## src/rtl/leaky_relu_pkg.sv

```systemverilog
// Shared defaults and data word type for the leaky ReLU blocks.
// Holds DEF_DATA_WIDTH, DEF_LEAK_SHIFT and data_t.
package leaky_relu_pkg;

  localparam int DEF_DATA_WIDTH = 16;
  localparam int DEF_LEAK_SHIFT = 2;

  typedef logic [DEF_DATA_WIDTH-1:0] data_t;

endpackage

```

## src/rtl/sign_mask_fifo.sv

```systemverilog
// 1-bit FIFO of forward-pass sign bits.
// Ports: push/din, pop/dout, clear, count, full, empty.
module sign_mask_fifo #(
  parameter int DEPTH = 16,
  localparam int AW = $clog2(DEPTH)
) (
  input  logic        clk,
  input  logic        rst_n,
  input  logic        clear,
  input  logic        push,
  input  logic        din,
  input  logic        pop,
  output logic        dout,
  output logic [AW:0] count,
  output logic        full,
  output logic        empty
);

  logic [DEPTH-1:0] mem;
  logic [AW-1:0]    wr_ptr;
  logic [AW-1:0]    rd_ptr;
  logic             wr_en;
  logic             rd_en;

  assign full  = (count == (AW+1)'(DEPTH));
  assign empty = (count == '0);
  assign wr_en = push & ~full;
  assign rd_en = pop & ~empty;
  assign dout  = mem[rd_ptr];

  // Pointers are AW bits wide, so they wrap modulo DEPTH.
  always_ff @(posedge clk or negedge rst_n) begin
    if (!rst_n) begin
      mem    <= '0;
      wr_ptr <= '0;
      rd_ptr <= '0;
      count  <= '0;
    end else if (clear) begin
      wr_ptr <= '0;
      rd_ptr <= '0;
      count  <= '0;
    end else begin
      if (wr_en) begin
        mem[wr_ptr] <= din;
        wr_ptr      <= wr_ptr + AW'(1);
      end
      if (rd_en) begin
        rd_ptr <= rd_ptr + AW'(1);
      end
      if (wr_en && !rd_en) begin
        count <= count + (AW+1)'(1);
      end else if (rd_en && !wr_en) begin
        count <= count - (AW+1)'(1);
      end
    end
  end

endmodule

```

## src/rtl/leaky_relu_bwd.sv

```systemverilog
// Leaky ReLU backward pass: scales gradients by stored forward signs.
// Ports: fwd/grad/out valid-ready streams, clear, mask_count.
// Option: LEAKY_RELU_BWD_ROUND_EN rounds the negative branch half up.
module leaky_relu_bwd
  import leaky_relu_pkg::*;
#(
  parameter int DATA_WIDTH = DEF_DATA_WIDTH,
  parameter int LEAK_SHIFT = DEF_LEAK_SHIFT,
  parameter int MASK_DEPTH = 16,
  localparam int CW = $clog2(MASK_DEPTH) + 1
) (
  input  logic                  clk,
  input  logic                  rst_n,
  input  logic                  clear,
  input  logic                  fwd_valid,
  output logic                  fwd_ready,
  input  logic [DATA_WIDTH-1:0] fwd_x,
  input  logic                  grad_valid,
  output logic                  grad_ready,
  input  logic [DATA_WIDTH-1:0] grad_in,
  output logic                  out_valid,
  input  logic                  out_ready,
  output logic [DATA_WIDTH-1:0] out_grad,
  output logic [CW-1:0]         mask_count
);

  logic                  push;
  logic                  pop;
  logic                  mask;
  logic                  full;
  logic                  empty;
  logic [DATA_WIDTH-1:0] shr;
  logic [DATA_WIDTH-1:0] leak;
  logic [DATA_WIDTH-1:0] res;

  assign fwd_ready  = ~full;
  assign grad_ready = ~empty & (~out_valid | out_ready);
  assign push       = fwd_valid & fwd_ready;
  assign pop        = grad_valid & grad_ready;

  sign_mask_fifo #(
    .DEPTH (MASK_DEPTH)
  ) u_fifo (
    .clk   (clk),
    .rst_n (rst_n),
    .clear (clear),
    .push  (push),
    .din   (fwd_x[DATA_WIDTH-1]),
    .pop   (pop),
    .dout  (mask),
    .count (mask_count),
    .full  (full),
    .empty (empty)
  );

  assign shr = DATA_WIDTH'($signed(grad_in) >>> LEAK_SHIFT);

`ifdef LEAKY_RELU_BWD_ROUND_EN
  // Shifted magnitude is below max, so adding the dropped MSB cannot wrap.
  assign leak = shr + DATA_WIDTH'(grad_in[LEAK_SHIFT-1]);
`else
  assign leak = shr;
`endif

  assign res = mask ? leak : grad_in;

  always_ff @(posedge clk or negedge rst_n) begin
    if (!rst_n) begin
      out_valid <= 1'b0;
      out_grad  <= '0;
    end else if (clear) begin
      out_valid <= 1'b0;
    end else if (pop) begin
      out_valid <= 1'b1;
      out_grad  <= res;
    end else if (out_ready) begin
      out_valid <= 1'b0;
    end
  end

endmodule

```

## config.mk

```make
export PLATFORM = sky130hd
export DESIGN_NAME = leaky_relu_bwd
export DESIGN_NICKNAME = d
export VERILOG_FILES = /design/src/rtl/leaky_relu_pkg.sv /design/src/rtl/sign_mask_fifo.sv /design/src/rtl/leaky_relu_bwd.sv
export SDC_FILE = /design/constraint.sdc
export NUM_CORES = 1
export LEC_CHECK = 0
export ABC_CLOCK_PERIOD_IN_PS = 3000
export BUFFER_PORTS_ARGS = -buffer_cell sky130_fd_sc_hd__buf_4
export CAP_MARGIN = 20
export CORE_ASPECT_RATIO = 1.25
export CORE_MARGIN = 4
export CORE_UTILIZATION = 49
export DETAILED_ROUTE_END_ITERATION = 16
export PLACE_DENSITY = 0.76
export SETUP_SLACK_MARGIN = 0.15
export SLEW_MARGIN = 20
export SYNTH_ARGS = -nofsm -noshare
export SYNTH_HDL_FRONTEND = slang
export SYNTH_SLANG_ARGS = --single-unit
```

## constraint.sdc

```tcl
create_clock -name clk -period 3 [get_ports clk]
set_clock_uncertainty 0.05 [all_clocks]
set_input_delay 0.45 -clock clk [delete_from_list [all_inputs] [get_ports clk]]
set_output_delay 0.45 -clock clk [all_outputs]
set_load 0.005 [all_outputs]
```

==> results of run 1 <==
[power groups by stage]
stage | Combinational [uW] | Clock (uW) | Sequential [uW]
floorplan | 847 | 0 | 947
global placement | 1210 | 0 | 954
detailed placement | 1250 | 0 | 966
CTS | 1260 | 406 | 954
global route | 1380 | 429 | 983
finish | 1250 | 396 | 953
[path summary, 6_finish.rpt]
check / from / to / slack, ns / cells after the start
max in group asynchronous: rst_n / u_fifo.count[3]$_DFFE_PN0P_ / 2.38 / 1
worst min register to register: u_fifo.mem[8]$_DFFE_PN0P_ / u_fifo.mem[8]$_DFFE_PN0P_ / 0.44 / 1
worst min-delay path: rst_n / out_grad[11]$_DFFE_PN0P_ / 0.10 / 1
worst max register to register: u_fifo.count[3]$_DFFE_PN0P_ / u_fifo.count[4]$_DFFE_PN0P_ / 0.31 / 9
worst max-delay path: u_fifo.count[3]$_DFFE_PN0P_ / u_fifo.count[4]$_DFFE_PN0P_ / 0.31 / 9
min in group clk: grad_in[15] / out_grad[15]$_DFFE_PN0P_ / 0.34 / 2
[timing repair]
action                     CTS  global route
resized for setup            0             4
hold buffers                 0             0
setup endpoints to repair    0             1
[cell type report]
cell class | instances | share of cell area
flip-flops and latches | 46 | 0.360
multi-input cells | 182 | 0.463
clock buffers | 7 | 0.0270
well taps | 64 | 0.0250
repair buffers | 51 | 0.120
clock inverters | 1 | 0.00156
inverters | 3 | 0.00352
[layout by cell type, fill, tap and decap left out, types with 2 or more instances in the layout]
| cell | n |
|---|---|
| a21oi_1 | 5 |
| xor2_1 | 4 |
| nand2_1 | 3 |
| xnor2_1 | 4 |
| nand2_2 | 2 |
| mux4_2 | 4 |
| nor3b_2 | 2 |
| nor2_1 | 40 |
| and2_1 | 2 |
| mux2i_1 | 4 |
| nor2b_1 | 2 |
| o22ai_1 | 13 |
| nor3_2 | 2 |
| clkbuf_8 | 6 |
| nand3_1 | 14 |
| nand4_1 | 5 |
| mux2i_4 | 2 |
| inv_1 | 3 |
| nor4_1 | 2 |
| buf_4 | 51 |
| mux2_2 | 11 |
| ha_1 | 9 |
| mux2_1 | 32 |
| nor3_1 | 2 |
| and3b_1 | 2 |
| o21ai_0 | 2 |
| dfrtp_1 | 45 |
[logic make-up (layout without fill, tap and decap cells)]
kind of cell    Yosys count  count (layout)  synth area share
fa+ha+maj                10              10            0.0485
mux                      53              53             0.241
xor+xnor                  8               8            0.0256
flops                    46              46             0.421
simple gates             85              85             0.157
compound gates           26              26            0.0636
buf+inv                  19              62            0.0434
[worst max-delay path: stages (launching register included)]
cell,delay (ns)
dfrtp_2,0.45
or4_4,0.54
o211ai_2,0.19
nand2_2,0.13
fa_2,0.37
a21o_1,0.18
a21oi_1,0.16
nor3b_2,0.23
o21ai_0,0.11
nor3b_2,0.17
[per-layer routing]
layer  part of all wire  vias to the layer above
met2               0.51                       33
met4             0.0087                        0
li1                   -                      966
met3              0.037                        7
met5                  0                        -
met1               0.44                      978
[metrics by stage]
stage                      util  cells  cell area [um^2]  setup slack [ns]  power [uW]
after floorplan               -    247              2740             0.150        1790
after global placement    0.569    346              3100             0.313        2160
after detailed placement  0.569    346              3100             0.257        2210
after CTS                 0.586    354              3190             0.232        2620
after global routing      0.588    354              3200             0.157        2790
final                     0.588    354              3200             0.311        2600
[sequential cells by signal (all words and copies together) (netlist names)]
signal and flops:
out_grad 16, u_fifo.mem 16, u_fifo.count 5, u_fifo.rd_ptr 4, u_fifo.wr_ptr 4, out_valid 1
==> flow_metrics.tcl, run 1 <==
set metrics [dict create \
    cts_sinks 46 \
    cts_tree "yes" \
    multi_input_area_um2 1480 \
    layout_worst_path_cycle_share 0.896 \
    yosysSeqAreaShare 0.421 \
    crit_path_start_kind "flip-flop" \
    wire_per_inst_um 15.9 \
    ys_async_sr_fraction 1.00 \
    use_met3 0.0233 \
    fp.dieW_um 74.8 \
    grt_overflow 0 \
    drtIter0Drc 80 \
    setup_tns_ns 0 \
    clock-root-buffer "clkbuf_8" \
    hold_violations 0 \
    die_area_um2 6850 \
    netlist-cell-type-count 45 \
    first_global_vias 1932 \
    timing.hold.ws_ns 0.100 \
    rsz0062_at_grt "false" \
    ys_top_cells_by_area "dfrtp_1 (42%), mux2_1 (13%), nor2_1 (5.5%), mux2_2 (4.5%), ha_1 (4.1%)" \
    dp_hpwl_um 4050 \
    crit_type "flip-flop to flip-flop" \
    die_h_um 91.6 \
    intPower_uw 1650 \
    setup_viol 0 \
    numCtsBuffers 5 \
    port_buffers 46 \
    cts_buffer_depth 2 \
    period_needed_ns 2.69 \
    yosys.area.top_type_share 0.421 \
    viasPerCell 5.60 \
    route.detailed.drc 0 \
    syn_nets 295 \
    vdd_drop_max_mv 0.356 \
    crit_path_end_kind "flip-flop" \
    rows 30 \
    clk_pin_slew_worst_paths_ns 0.09 \
    ys.flop_type "dfrtp_1" \
    drive_above_1_share 0.307 \
    relSlewSlack 0.495 \
    drv_slew 0 \
    synthCells 247 \
    min_path_type "primary input to asynchronous set/reset pin" \
    seq_power_share 0.367 \
    wl_um 5640 \
    yosysMostFrequentCell "dfrtp_1" \
    fmax_mhz 372 \
    p_leak_uw 0.00144 \
    synth_top_cell_by_area "dfrtp_1" \
    required_ns 3.14 \
    drtAntennaViolNets 0 \
    grt_first_pass_wirelength_um 9260 \
    synth_edf_count 0 \
    areaGrowthSynthToFinish_pct 16.9 \
    start_util 0.503 \
    grt_max_degree 47 \
    switchingPower_uw 942 \
    antenna_found_initial 0 \
    htree_num_levels 2 \
    powerDensity_nw_per_um2 812 \
    core_um2 5440 \
    seq_area_um2 1150 \
    grt_usage 0.171 \
    combPwrFrac 0.481 \
    place_congestion 0.821 \
    critPathMaxFanout 5 \
    synth-warning-count 0 \
    switching_share 0.363 \
    status "completed" \
    pwr-share-clk 0.152 \
    dr.pass1.iters 4 \
    cp.arrival_ns 2.83 \
    drv_cap 0 \
    n_antenna_cell 0 \
    io_pins 62 \
    worst-slew-pin-transition_ns 0.758 \
    cts_setup_buffers 0 \
    final_nets 337 \
    syn-cell-area_um2 2740 \
    avgSynthCellArea_um2 11.1 \
    nFillCells 473 \
    via_count 1984 \
    ys_seq_elements 46 \
    yosys-top-cells-count "dfrtp_1 (46), nor2_1 (40), mux2_1 (32)" \
    grt_use_met2 0.289 \
    grt-busiest-layer "met2" \
    grt_use_met1 0.227 \
    clk_latency_ns 0.30 \
]
(Power assumes the default switching activity.)
==> run 2, diff against run 1 <==
--- a/config.mk
+++ b/config.mk
@@ -5,14 +5,14 @@
 export SDC_FILE = /design/constraint.sdc
 export NUM_CORES = 1
 export LEC_CHECK = 0
-export ABC_CLOCK_PERIOD_IN_PS = 3000
+export ABC_CLOCK_PERIOD_IN_PS = 2700
 export BUFFER_PORTS_ARGS = -buffer_cell sky130_fd_sc_hd__buf_4
 export CAP_MARGIN = 20
 export CORE_ASPECT_RATIO = 1.25
 export CORE_MARGIN = 4
-export CORE_UTILIZATION = 49
+export CORE_UTILIZATION = 54
 export DETAILED_ROUTE_END_ITERATION = 16
-export PLACE_DENSITY = 0.76
+export PLACE_DENSITY = 0.8
 export SETUP_SLACK_MARGIN = 0.15
 export SLEW_MARGIN = 20
 export SYNTH_ARGS = -nofsm -noshare
==> constraint.sdc (replaced) <==
create_clock -name clk -period 2.7 [get_ports clk]
set_clock_uncertainty 0.05 [all_clocks]
set_input_delay 0.405 -clock clk [delete_from_list [all_inputs] [get_ports clk]]
set_output_delay 0.405 -clock clk [all_outputs]
set_load 0.005 [all_outputs]
==> flow_metrics.tcl, run 2 (synthesis gave the netlist of run 1 again) <==
set metrics [dict create \
    pwr-share-clk 0.159 \
    crit_top_cell "nor3b_2" \
    n_antenna_cell 0 \
    seq_area_um2 1150 \
    reg_top3 "out_grad x16, u_fifo.mem x16, u_fifo.count x5" \
    p_leak_uw 0.00149 \
    drv_cap 0 \
    layout_worst_path_cycle_share 0.947 \
    switchingPower_uw 1080 \
    reg2regPathDepth 9 \
    cts_sinks 46 \
    finalNonFillerCells 358 \
    min_path_type "primary input to asynchronous set/reset pin" \
    grt_first_pass_wirelength_um 9790 \
    dp_hpwl_um 4160 \
    wl_met3_um 238 \
    grt_overflow 0 \
    crit_path_start_kind "flip-flop" \
    htree_num_levels 2 \
    final_cell_mix "buf_4 (59), dfrtp_1 (45), nor2_1 (40), mux2_1 (32), nand3_1 (14)" \
    start_util 0.566 \
    fin_util 0.683 \
    placedCellCount 346 \
    seq_power_share 0.344 \
    worstPathCellList "or4_4 -> o211ai_4 -> nand2_4 -> fa_2 -> a21o_1 -> a21oi_2 -> nor3b_2 -> o21ai_1 -> nor3b_2" \
    drtIter0Drc 146 \
    critPathMaxFanout 3 \
    fp.dieW_um 71.7 \
    drv_slew 0 \
    dr.pass1.iters 4 \
    rsz0062_at_grt "true" \
    final_nets 345 \
    wl_um 5700 \
    setup_tns_ns 0 \
    port_buffers 46 \
    crit_type "flip-flop to flip-flop" \
    clock-root-buffer "clkbuf_8" \
    hold_violations 0 \
    r2r-end "u_fifo.count[4]$_DFFE_PN0P_" \
    post-place-ws_ns 0.0528 \
    grt_max_degree 47 \
    drtAntennaViolNets 0 \
    antenna_found_initial 0 \
    switching_share 0.354 \
    cts_buffer_depth 2 \
    reg2reg_slack_ns 0.14 \
    critPathCapture "u_fifo.count[4]$_DFFE_PN0P_" \
    areaGrowthSynthToFinish_pct 20.7 \
    multi_input_area_um2 1510 \
    viasPerCell 5.68 \
    worst-slew-pin-transition_ns 0.576 \
    dr.max_layer_used "met4" \
    cts_tree "yes" \
    wl_met1_um 2400 \
    place_congestion 0.880 \
    crit_path_end_kind "flip-flop" \
    intPower_uw 1980 \
    cp-startpoint "u_fifo.count[1]$_DFFE_PN0P_" \
    first_global_vias 2090 \
    slowest_stage "or4_4" \
    critical_path.max_stage_delay_ns 0.58 \
    timing.hold.ws_ns 0.0474 \
    required_ns 2.83 \
    powerDensity_nw_per_um2 927 \
    core_um2 4830 \
    fmax_mhz 391 \
    drive_above_1_share 0.336 \
    die_h_um 87.6 \
    die_area_um2 6280 \
    nFillCells 364 \
    clk_pin_slew_worst_paths_ns 0.08 \
    cp.arrival_ns 2.69 \
    holdBufCountCts 0 \
    rows 28 \
    numCtsBuffers 5 \
    route.detailed.drc 0 \
    setup_viol 0 \
    via_count 2035 \
    status "completed" \
    io_pins 62 \
    clk_latency_ns 0.30 \
    relSlewSlack 0.616 \
    met2_length_um 3010 \
    layout_commonest_cell "buf_4" \
    combPwrFrac 0.498 \
    grt_usage 0.196 \
    vdd_drop_max_mv 0.483 \
    timing.rr.start "u_fifo.count[1]$_DFFE_PN0P_" \
    period_needed_ns 2.56 \
    setup_ws_ns 0.144 \
    wire_per_inst_um 15.9 \
]
run 2: worst max-delay path: cells and delay by family (launching register included):
| family | cells | cell delay (ns) |
|---|---|---|
| fa+ha+maj | 1 | 0.35 |
| compound gates | 4 | 0.58 |
| flops | 1 | 0.40 |
| simple gates | 4 | 1.07 |
run 2: power groups by stage:
stage	logic, uW	registers [uW]	clock network [uW]
2_1_floorplan	964	1050	0
3_3_place_gp	1400	1060	0
3_5_place_dp	1450	1070	0
4_1_cts	1500	1060	494
5_1_grt	1670	1080	526
6_report	1520	1050	487
run 2: worst min path at each step:
stage / from / end / slack, ns
floorplan: rst_n / out_grad[0]$_DFFE_PN0P_ / 0.06
detailed placement: rst_n / u_fifo.count[1]$_DFFE_PN0P_ / 0.39
finish: rst_n / u_fifo.count[3]$_DFFE_PN0P_ / 0.05
CTS: rst_n / out_grad[7]$_DFFE_PN0P_ / 0.07
global placement: rst_n / u_fifo.count[1]$_DFFE_PN0P_ / 0.40
global route: rst_n / out_grad[7]$_DFFE_PN0P_ / 0.09
run 2: area by class of cell:
cell class	count	share of cell area
timing repair buffer	59	0.134
clock buffer	8	0.0333
multi-input combinational	182	0.458
tap	60	0.0227
sequential	46	0.349
inverter	3	0.00341
run 2: stage by stage:
stage | cell area, um^2 | power (uW)
after global routing | 3300 | 3280
after global placement | 3140 | 2460
final | 3300 | 3060
after floorplan | 2760 | 2020
after CTS | 3290 | 3060
after detailed placement | 3140 | 2510
run 2: timing repair:
action / 4_1_cts / 5_1_grt
resized for setup: 2 / 1
endpoints found under the setup margin: 1 / 3
buffers inserted: 3 / 1
endpoints found under the hold margin: 0 / 0
pin swaps: 4 / 2
run 2: routing by layer:
layer	vias to the layer above	GRT usage
li1	981	-
met1	1006	0.238
met2	42	0.356
met3	6	0.0356
met4	0	0.0530
met5	-	0
